File: src/rtl/cnn_conv3x3_par.sv
`default_nettype none
// ============================================================================
// Module   : cnn_conv3x3_par
// Brief    : Streaming LANES-wide 3x3 convolution, zero padded, ReLU + clamp.
//            Optional bias register is enabled by defining CONV_BIAS_EN.
// Revision : 1.0
// ============================================================================
module cnn_conv3x3_par #(
    parameter int DATA_W = 8,
    parameter int LANES  = 2,
    parameter int IMG_W  = 18,
    parameter int IMG_H  = 9,
    parameter int COEF_W = 8,
    parameter int SHIFT  = 4
) (
    input  logic                     clk,
    input  logic                     rst,
    input  logic                     in_valid,
    output logic                     in_ready,
    input  logic                     sof,
    input  logic [LANES*DATA_W-1:0]  x,
    input  logic                     w_load,
    input  logic [3:0]               w_idx,
    input  logic signed [COEF_W-1:0] w_data,
    output logic                     out_valid,
    output logic [LANES*DATA_W-1:0]  y,
    output logic                     eof,
    output logic                     err
);
    localparam int c_BPR   = IMG_W / LANES;
    localparam int c_TOTAL = IMG_W * IMG_H / LANES;
    localparam int c_SR    = 2 * c_BPR + 3;
    localparam int c_PW    = DATA_W + COEF_W + 1;
    localparam int c_SW    = DATA_W + COEF_W + 5;
    localparam int c_RESW  = c_SW + 1;
    localparam int c_AW    = $clog2(c_TOTAL + c_BPR + 4);
    localparam int c_RW    = $clog2(IMG_H + 1);
    localparam int c_CW    = $clog2(c_BPR + 1);
    localparam logic signed [COEF_W-1:0] c_W_ID   = COEF_W'(1 << SHIFT);
    localparam logic signed [c_RESW-1:0] c_PIXMAX = c_RESW'((1 << DATA_W) - 1);

    typedef enum logic [1:0] {
        S_IDLE  = 2'd0,
        S_RUN   = 2'd1,
        S_DRAIN = 2'd2
    } state_t;

    state_t                   r_state, w_state_nxt;
    logic                     r_in_ready, r_out_valid, r_eof, r_err;
    logic [LANES*DATA_W-1:0]  r_y, w_y;
    logic [LANES*DATA_W-1:0]  r_sr [c_SR];
    logic signed [COEF_W-1:0] r_w [9];
    logic [c_AW-1:0]          r_a;
    logic [c_RW-1:0]          r_crow;
    logic [c_CW-1:0]          r_ccol;
    logic                     r_pv, r_peof, w_pv_nxt, w_last, w_accept, w_adv;
    logic [DATA_W-1:0]        w_win [3][LANES+2];
    logic signed [c_PW-1:0]   w_prod [LANES][9];
    logic signed [c_PW-1:0]   r_prod [LANES][9];
    logic signed [c_SW-1:0]   w_acc [LANES];
    logic signed [c_RESW-1:0] w_res [LANES];
`ifdef CONV_BIAS_EN
    logic signed [COEF_W-1:0] r_bias;
`endif

    assign in_ready  = r_in_ready;
    assign out_valid = r_out_valid;
    assign y         = r_y;
    assign eof       = r_eof;
    assign err       = r_err;

    assign w_accept = in_valid && r_in_ready;
    // Datapath advances on accepted beats and free-runs while draining.
    assign w_adv    = (r_state == S_IDLE && w_accept && sof) ||
                      (r_state == S_RUN && w_accept) || (r_state == S_DRAIN);
    // r_a counts advances in the frame; the window centre trails it by a row + 2 beats.
    assign w_pv_nxt = (r_state != S_IDLE) && (r_a >= c_AW'(c_BPR + 2)) &&
                      (r_a < c_AW'(c_TOTAL + c_BPR + 2));
    assign w_last   = (r_crow == c_RW'(IMG_H - 1)) && (r_ccol == c_CW'(c_BPR - 1));

    always_comb begin
        w_state_nxt = r_state;
        case (r_state)
            S_IDLE:  if (w_accept && sof) w_state_nxt = S_RUN;
            S_RUN:   if (w_accept && r_a == c_AW'(c_TOTAL - 1)) w_state_nxt = S_DRAIN;
            S_DRAIN: if (r_a == c_AW'(c_TOTAL + c_BPR + 2)) w_state_nxt = S_IDLE;
            default: w_state_nxt = S_IDLE;
        endcase
    end

    always_ff @(posedge clk or negedge rst) begin
        if (!rst) begin
            r_state    <= S_IDLE;
            r_in_ready <= 1'b0;
            r_err      <= 1'b0;
        end else begin
            r_state    <= w_state_nxt;
            r_in_ready <= (w_state_nxt != S_DRAIN);
            if ((r_state == S_IDLE && w_accept && !sof) || (r_state == S_RUN && w_accept && sof))
                r_err <= 1'b1;
        end
    end

    always_ff @(posedge clk or negedge rst) begin
        if (!rst) begin
            for (int k = 0; k < 9; k++) r_w[k] <= '0;
            r_w[4] <= c_W_ID;
`ifdef CONV_BIAS_EN
            r_bias <= '0;
`endif
        end else if (r_state == S_IDLE && w_load) begin
            if (w_idx < 4'd9) r_w[w_idx] <= w_data;
`ifdef CONV_BIAS_EN
            if (w_idx == 4'd9) r_bias <= w_data;
`endif
        end
    end

    // Window rows from the beat history; r_sr[0] is the newest beat.
    always_comb begin
        for (int i = 0; i < 3; i++) begin
            w_win[i][0] = r_sr[(2-i)*c_BPR+2][LANES*DATA_W-1 -: DATA_W];
            for (int l = 0; l < LANES; l++)
                w_win[i][l+1] = r_sr[(2-i)*c_BPR+1][l*DATA_W +: DATA_W];
            w_win[i][LANES+1] = r_sr[(2-i)*c_BPR][DATA_W-1:0];
            if (r_ccol == '0) w_win[i][0] = '0;
            if (r_ccol == c_CW'(c_BPR - 1)) w_win[i][LANES+1] = '0;
            if ((i == 0 && r_crow == '0) || (i == 2 && r_crow == c_RW'(IMG_H - 1)))
                for (int l = 0; l < LANES + 2; l++) w_win[i][l] = '0;
        end
    end

    always_comb begin
        for (int l = 0; l < LANES; l++)
            for (int i = 0; i < 3; i++)
                for (int j = 0; j < 3; j++)
                    w_prod[l][3*i+j] = c_PW'($signed({1'b0, w_win[i][l+j]})) *
                                       c_PW'(r_w[3*i+j]);
    end

    always_comb begin
        w_y = '0;
        for (int l = 0; l < LANES; l++) begin
            w_acc[l] = '0;
            for (int k = 0; k < 9; k++) w_acc[l] = w_acc[l] + c_SW'(r_prod[l][k]);
            w_res[l] = c_RESW'(w_acc[l] >>> SHIFT);
`ifdef CONV_BIAS_EN
            w_res[l] = w_res[l] + c_RESW'(r_bias);
`endif
            if (w_res[l][c_RESW-1])
                w_y[l*DATA_W +: DATA_W] = '0;
            else if (w_res[l] > c_PIXMAX)
                w_y[l*DATA_W +: DATA_W] = '1;
            else
                w_y[l*DATA_W +: DATA_W] = w_res[l][DATA_W-1:0];
        end
    end

    always_ff @(posedge clk or negedge rst) begin
        if (!rst) begin
            for (int k = 0; k < c_SR; k++) r_sr[k] <= '0;
            for (int l = 0; l < LANES; l++)
                for (int k = 0; k < 9; k++) r_prod[l][k] <= '0;
            r_a         <= '0;
            r_crow      <= '0;
            r_ccol      <= '0;
            r_pv        <= 1'b0;
            r_peof      <= 1'b0;
            r_out_valid <= 1'b0;
            r_eof       <= 1'b0;
            r_y         <= '0;
        end else if (w_adv) begin
            r_sr[0] <= (r_state == S_DRAIN) ? '0 : x;
            for (int k = 1; k < c_SR; k++) r_sr[k] <= r_sr[k-1];
            if (r_state == S_IDLE) begin
                r_a    <= c_AW'(1);
                r_crow <= '0;
                r_ccol <= '0;
                r_pv   <= 1'b0;
                r_peof <= 1'b0;
            end else begin
                r_a    <= r_a + c_AW'(1);
                r_pv   <= w_pv_nxt;
                r_peof <= w_pv_nxt && w_last;
                r_prod <= w_prod;
                if (w_pv_nxt) begin
                    if (r_ccol == c_CW'(c_BPR - 1)) begin
                        r_ccol <= '0;
                        r_crow <= r_crow + c_RW'(1);
                    end else begin
                        r_ccol <= r_ccol + c_CW'(1);
                    end
                end
            end
            r_out_valid <= r_pv;
            r_eof       <= r_pv && r_peof;
            if (r_pv) r_y <= w_y;
        end else begin
            r_out_valid <= 1'b0;
            r_eof       <= 1'b0;
        end
    end
endmodule
`default_nettype wire

File: config.mk
export PLATFORM = sky130hd
export DESIGN_NAME = cnn_conv3x3_par
export DESIGN_NICKNAME = d
export VERILOG_FILES = /design/src/rtl/cnn_conv3x3_par.sv
export SDC_FILE = /design/constraint.sdc
export NUM_CORES = 2
export LEC_CHECK = 0
export BUFFER_PORTS_ARGS = -buffer_cell sky130_fd_sc_hd__buf_4
export CORE_UTILIZATION = 48
export CTS_CLUSTER_DIAMETER = 30
export DETAILED_ROUTE_END_ITERATION = 16
export PLACE_DENSITY = 0.71
export SLEW_MARGIN = 20
export SYNTH_ARGS = -nofsm -noshare
export SYNTH_HDL_FRONTEND = slang
export SYNTH_SLANG_ARGS = --single-unit
File: constraint.sdc
create_clock -name clk -period 6.8 [get_ports clk]
set_input_delay 1.02 -clock clk [delete_from_list [all_inputs] [get_ports clk]]
set_output_delay 1.02 -clock clk [all_outputs]
set_load 0.005 [all_outputs]
==> Word-level counts from Yosys, hierarchy flattened <==
Index checks and enable logic that the tools add are counted.
{ "totals": {"regBits": 753, "in_bits": 33, "output_inout_bits": 20, "word_cells": 173} }
{ "classes": {"addsub": 19, "multipliers": 18, "order_cmp": 7, "n_eq_ne": 7, "mux": 31, "n_bitwise": 2, "n_reduce_logical": 30} }
{ "ops": {"columns": ["op", "count"], "rows": [
  ["$mul A9 B8 Y17", 18],
  ["$add A21 B17 Y21", 8],
  ["$mux W8", 11],
  ["$bwmux W72", 1],
  ["$mux W32", 2],
  ["$add A20 B17 Y21", 2],
  ["$add A19 B17 Y20", 2],
  ["$add A18 B17 Y19", 2],
  ["$add A17 B17 Y18", 2],
  ["$gt A17 B9 Y1 const B", 2],
  ["$demux W8 S4", 1],
  ["$mux W4", 6],
  ["$mux W16", 1],
  ["$logic_and A1 B1 Y1", 15],
  ["$eq A7 B7 Y1 const B", 2],
  ["$add A4 B1 Y4 const B", 2],
  ["$eq A4 B4 Y1 const B", 2],
  ["$logic_not A4 Y1", 2],
  ["$reduce_and A2 Y1", 4],
  ["$add A7 B1 Y7 const B", 1],
  ["$ge A7 B4 Y1 const B", 1],
  ["$lt A7 B7 Y1 const B", 1],
  ["$mux W7", 1],
  ["$mux W2", 3],
  ["15 further kinds", 22]
]} }

==> Depth between registers and ports, before layout <==
{ "depth": {"depth_word": 11, "ltp_mapped": 25, "depth_no_buf": 22} }

==> Least setup slack after synthesis <==
No wires, ideal clock.
{ "synth_path": {"kind": "flip-flop to flip-flop", "start": "register r_crow[0]", "end": "register r_prod[118] in the netlist's numbering", "setup_time_ps": 82, "arrival_time_ps": 5575, "t_required_ps": 6718, "slack_ps": 1144, "stages_incl_launch_ff": 24, "path_buffers": 3, "period_less_slack_ps": 5656, "path_cell_list": "dfrtp_1 inv_1 ha_1 or3b_2 clkbuf_1 and2_1 clkbuf_1 clkbuf_1 nand3_1 fa_1 fa_1 inv_1 fa_1 inv_1 fa_1 inv_1 ha_1 o21ai_0 a21boi_0 o211ai_1 a21oi_1 nor3_1 or4_1 a31oi_1"} }
{ "synth_via": {"elab_chain_len": 3} }
{ "synth_lines": {"columns": ["element", "line_no", "rtl"], "rows": [
  ["from (decl)", "54", "logic [c_RW-1:0] r_crow;"],
  ["from (signal assigned)", "189", "r_crow <= r_crow + c_RW'(1);"],
  ["$logic_not A4 Y1", null, null],
  ["$mux W32", "128", "if ((i == 0 && r_crow == '0) || (i == 2 && r_crow == c_RW'(IMG_H - 1)))"],
  ["$mul A9 B8 Y17", "137", "w_prod[l][3*i+j] = c_PW'($signed({1'b0, w_win[i][l+j]})) *"],
  ["to (signal assigned)", "185", "r_prod <= w_prod;"],
  ["to (decl)", "59", "logic signed [c_PW-1:0] r_prod [LANES][9];"]
]} }
No other way between the ends.
A chain may end at the register's enable or synchronous reset.

==> Final worst setup path <==
{ "layout_path": {"start": "register r_crow[0]", "end": "register r_prod[33] in the netlist's numbering"} }
{ "layout_via": {"elab_chain_len": 3} }
{ "layout_lines": {"columns": ["element", "line_no"], "rows": [
  ["$eq A4 B4 Y1", "128"],
  ["$mux W32", "128"],
  ["$mul A9 B8 Y17", "137"]
]} }
No other way between the ends.

==> flow_summary.yaml <==
status:
  status: "complete, but fails checks"
  violations: "DRC"
floorplan:
  start_util: 0.484
  die_area_um2: 157000
  core-area_um2: 154000
  die_h_um: 396
  rows: 144
  fp.dieW_um: 396
  top_level_ports: 53
sta:
  finClkSkew_ns: 0.0832
  period_needed_ns: 6.20
  hold_slack_ns: 0.222
  fmax_ghz: 0.161
  worst_slew_pin_slew_ns: 1.14
  hold_violations: 0
  tns_ns: 0
  finalSetupViolations: 0
  post-route-period-util: 0.912
  max_slew_margin: 0.243
  grt_setup_unrepaired: "false"
  drv_slew: 0
  setup_slack_ns: 0.596
global_route:
  gr-max-usage-layer: "met2"
  grt_antenna_before_repair: 10
  grt_pass1_wl_mm: 331
  grt_pass1_vias: 58800
  use_met2: 0.421
  gr-total-overflow: 0
  met1_usage: 0.359
  track_usage: 0.272
  grt_start_max_net_pins: 252
  grtUsageMet3: 0.0619
layout:
  stdcell_area_um2: 83300
  drive_above_1_share: 0.0639
  utilization: 0.540
  area_growth_pct: 11.6
  final_nets: 9927
  final_common_cell: "nand2_1"
  final_cell_mix: "nand2_1 (1,695), inv_1 (1,293), fa_1 (908), ha_1 (816), dfrtp_1 (744)"
setup_path:
  r2r_end: "r_prod[33]"
  required_ns: 7.48
  crit_type: "flip-flop to flip-flop"
  timing.rr.start: "r_crow[0]"
  cp-end-kind: "flip-flop"
  worst_setup_path_start_kind: "flip-flop"
  critPathArrivalTime_ns: 6.88
  crit_fanout: 17
  r2r_slack_ns: 0.60
  reg2reg_depth: 21
drt:
  wire_per_inst_um: 20.1
  routed_wl_mm: 208
  drt_pass1_iterations: 12
  first_iter_violations: 4697
  via_count: 56900
  vias_per_cell: 5.49
  post-route-drc-count: 20
  ant_nets: 0
logic_synthesis:
  synth_seq_cells: 745
  synthFlopType: "dfrtp_1"
  synth_nets: 10000
  yosysWarnings: 0
  synth_edf_count: 0
  netlist_area_um2: 74700
  synth.distinct_cells: 77
  synthArstFlopShare: 1.00
  avgSynthCellArea_um2: 9.01
  yosysSeqAreaShare: 0.250
  syn_inst: 8286
clocking:
  htreeDepth: 4
  cts-hold-fix-buffers: 0
  cts_setup_buffers: 0
  cts_root_buffer: "clkbuf_16"
  cts_buffer_depth: 3
  clkTransAtPathRegs_ns: 0.05
  cts_made_buffers: 182
  clk_latency_ns: 0.84
  cts_tree: "done"
  cts_resized: 0
  cts_num_sinks: 745
pwr:
  powerDensity_nw_per_um2: 426
  irDropWorstVdd_mv: 1.22
  power.leakage_nw: 45.0
placement:
  dp_slack_ns: 0.699
  post_dp_cell_area_um2: 76600
  dp_hpwl_mm: 155
  io_buffers: 52
  gpl.final_weighted_congestion: 0.946
run:
  cap_violations: 0
worst_hold_path:
  min_path_type: "input port to asynchronous set/reset pin"
==> report_power, final <==
group          total (mW)  switching [mW]  leakage, nW  internal, mW
logic                19.8            12.0         32.1          7.87
registers            6.30            1.10         9.68          5.21
clock network        9.35            3.12         3.21          6.23
total                35.5            16.2         45.0          19.3
==> synthesized netlist by cell type, types with 11 or more instances <==
| cell type | instances | area, um2 |
|---|---|---|
| buf_4 | 11 | 82.6 |
| o21ai_0 | 143 | 716 |
| a21oi_1 | 351 | 1760 |
| nand3_1 | 213 | 1070 |
| o31ai_1 | 41 | 308 |
| clkbuf_1 | 380 | 1430 |
| o21bai_1 | 25 | 188 |
| fa_1 | 908 | 18200 |
| or4_1 | 14 | 105 |
| o211ai_1 | 19 | 143 |
| xnor2_1 | 119 | 1040 |
| and2_1 | 170 | 1060 |
| nor2b_1 | 25 | 156 |
| o21a_1 | 23 | 173 |
| or3_1 | 28 | 175 |
| nor2_1 | 277 | 1040 |
| and3_1 | 495 | 3100 |
| nand2_1 | 1695 | 6360 |
| nand2b_1 | 64 | 400 |
| a21o_1 | 31 | 233 |
| ha_1 | 816 | 10200 |
| mux2_2 | 69 | 777 |
| nor3_1 | 71 | 355 |
| nand4_1 | 11 | 68.8 |
| dfrtp_1 | 744 | 18600 |
| a211oi_1 | 18 | 135 |
| xor2_1 | 97 | 850 |
| a31oi_1 | 19 | 119 |
| inv_1 | 1293 | 4850 |
| a41oi_1 | 12 | 105 |
==> cell type report <==
| type | instances | area (um2) |
|---|---|---|
| Antenna cell | 2 | 5.00 |
| Clock buffer | 207 | 4810 |
| Clock inverter | 131 | 1900 |
| Fill cell | 13800 | 70900 |
| Inverter | 1296 | 4860 |
| Multi-Input combinational cell | 5843 | 49600 |
| Sequential cell | 745 | 18600 |
| Tap cell | 2044 | 2560 |
| Timing Repair Buffer | 102 | 918 |
==> layer usage <==
metal | up-vias | wire length, um | part of all wire
li1 | 25900 | - | -
met1 | 28600 | 86300 | 0.41
met2 | 1845 | 94300 | 0.45
met3 | 457 | 16900 | 0.081
met4 | 8 | 10600 | 0.051
met5 | - | 45 | 0.00022
==> critical path, stage by stage (launching register included) <==
cell,delay (ns)
dfrtp_1,0.38
inv_1,0.09
ha_1,0.21
nand3b_1,0.32
buf_4,0.31
and2_1,0.46
nand2_1,0.15
fa_1,0.54
fa_1,0.55
inv_1,0.05
fa_1,0.50
inv_1,0.05
fa_1,0.47
inv_1,0.05
ha_1,0.28
o21ai_0,0.11
a21boi_0,0.35
o211ai_1,0.16
a21oi_1,0.20
nor3_1,0.09
or4_1,0.53
a31oi_1,0.19
==> how the worst max path moves through the flow <==
stage,startpoint,to,slack [ns],cells after the start
detailed placement,r_ccol[0],r_prod[118],0.70,21
CTS,r_crow[0],r_prod[33],0.60,21
global route,r_crow[0],r_prod[33],0.15,21
finish,r_crow[0],r_prod[33],0.60,21
floorplan,r_crow[0],r_prod[118],1.14,23
global placement,r_crow[0],r_prod[135],0.80,21
==> cells by family after synthesis <==
| family | Yosys count | share of synthesized area |
|---|---|---|
| and+or+nand+nor | 3100 | 0.190 |
| adders and majority gates | 1724 | 0.380 |
| buffers and inverters | 1698 | 0.0860 |
| DFF | 745 | 0.250 |
| AOI/OAI and AO/OA | 731 | 0.0579 |
| xor gates and xnor gates | 216 | 0.0253 |
| muxes | 72 | 0.0108 |
==> per-stage QoR <==
stage | cells | total power, mW
2_1_floorplan | 8286 | 20.6
3_3_place_gp | 10000 | 25.3
3_5_place_dp | 10000 | 25.8
4_1_cts | 10400 | 35.3
5_1_grt | 10400 | 38.2
6_report | 10400 | 35.5
==> state kept, by name, summed over array words and instances (netlist names) <==
| register | cells |
|---|---|
| err | 1 |
| r_sr | 328 |
| r_crow | 4 |
| eof | 1 |
| r_state | 2 |
| in_ready | 1 |
| out_valid | 1 |
| r_w | 72 |
| r_a | 7 |
| r_pv | 1 |
| r_ccol | 4 |
| y | 16 |
| r_prod | 306 |
| r_peof | 1 |
(Power assumes the default switching activity.)
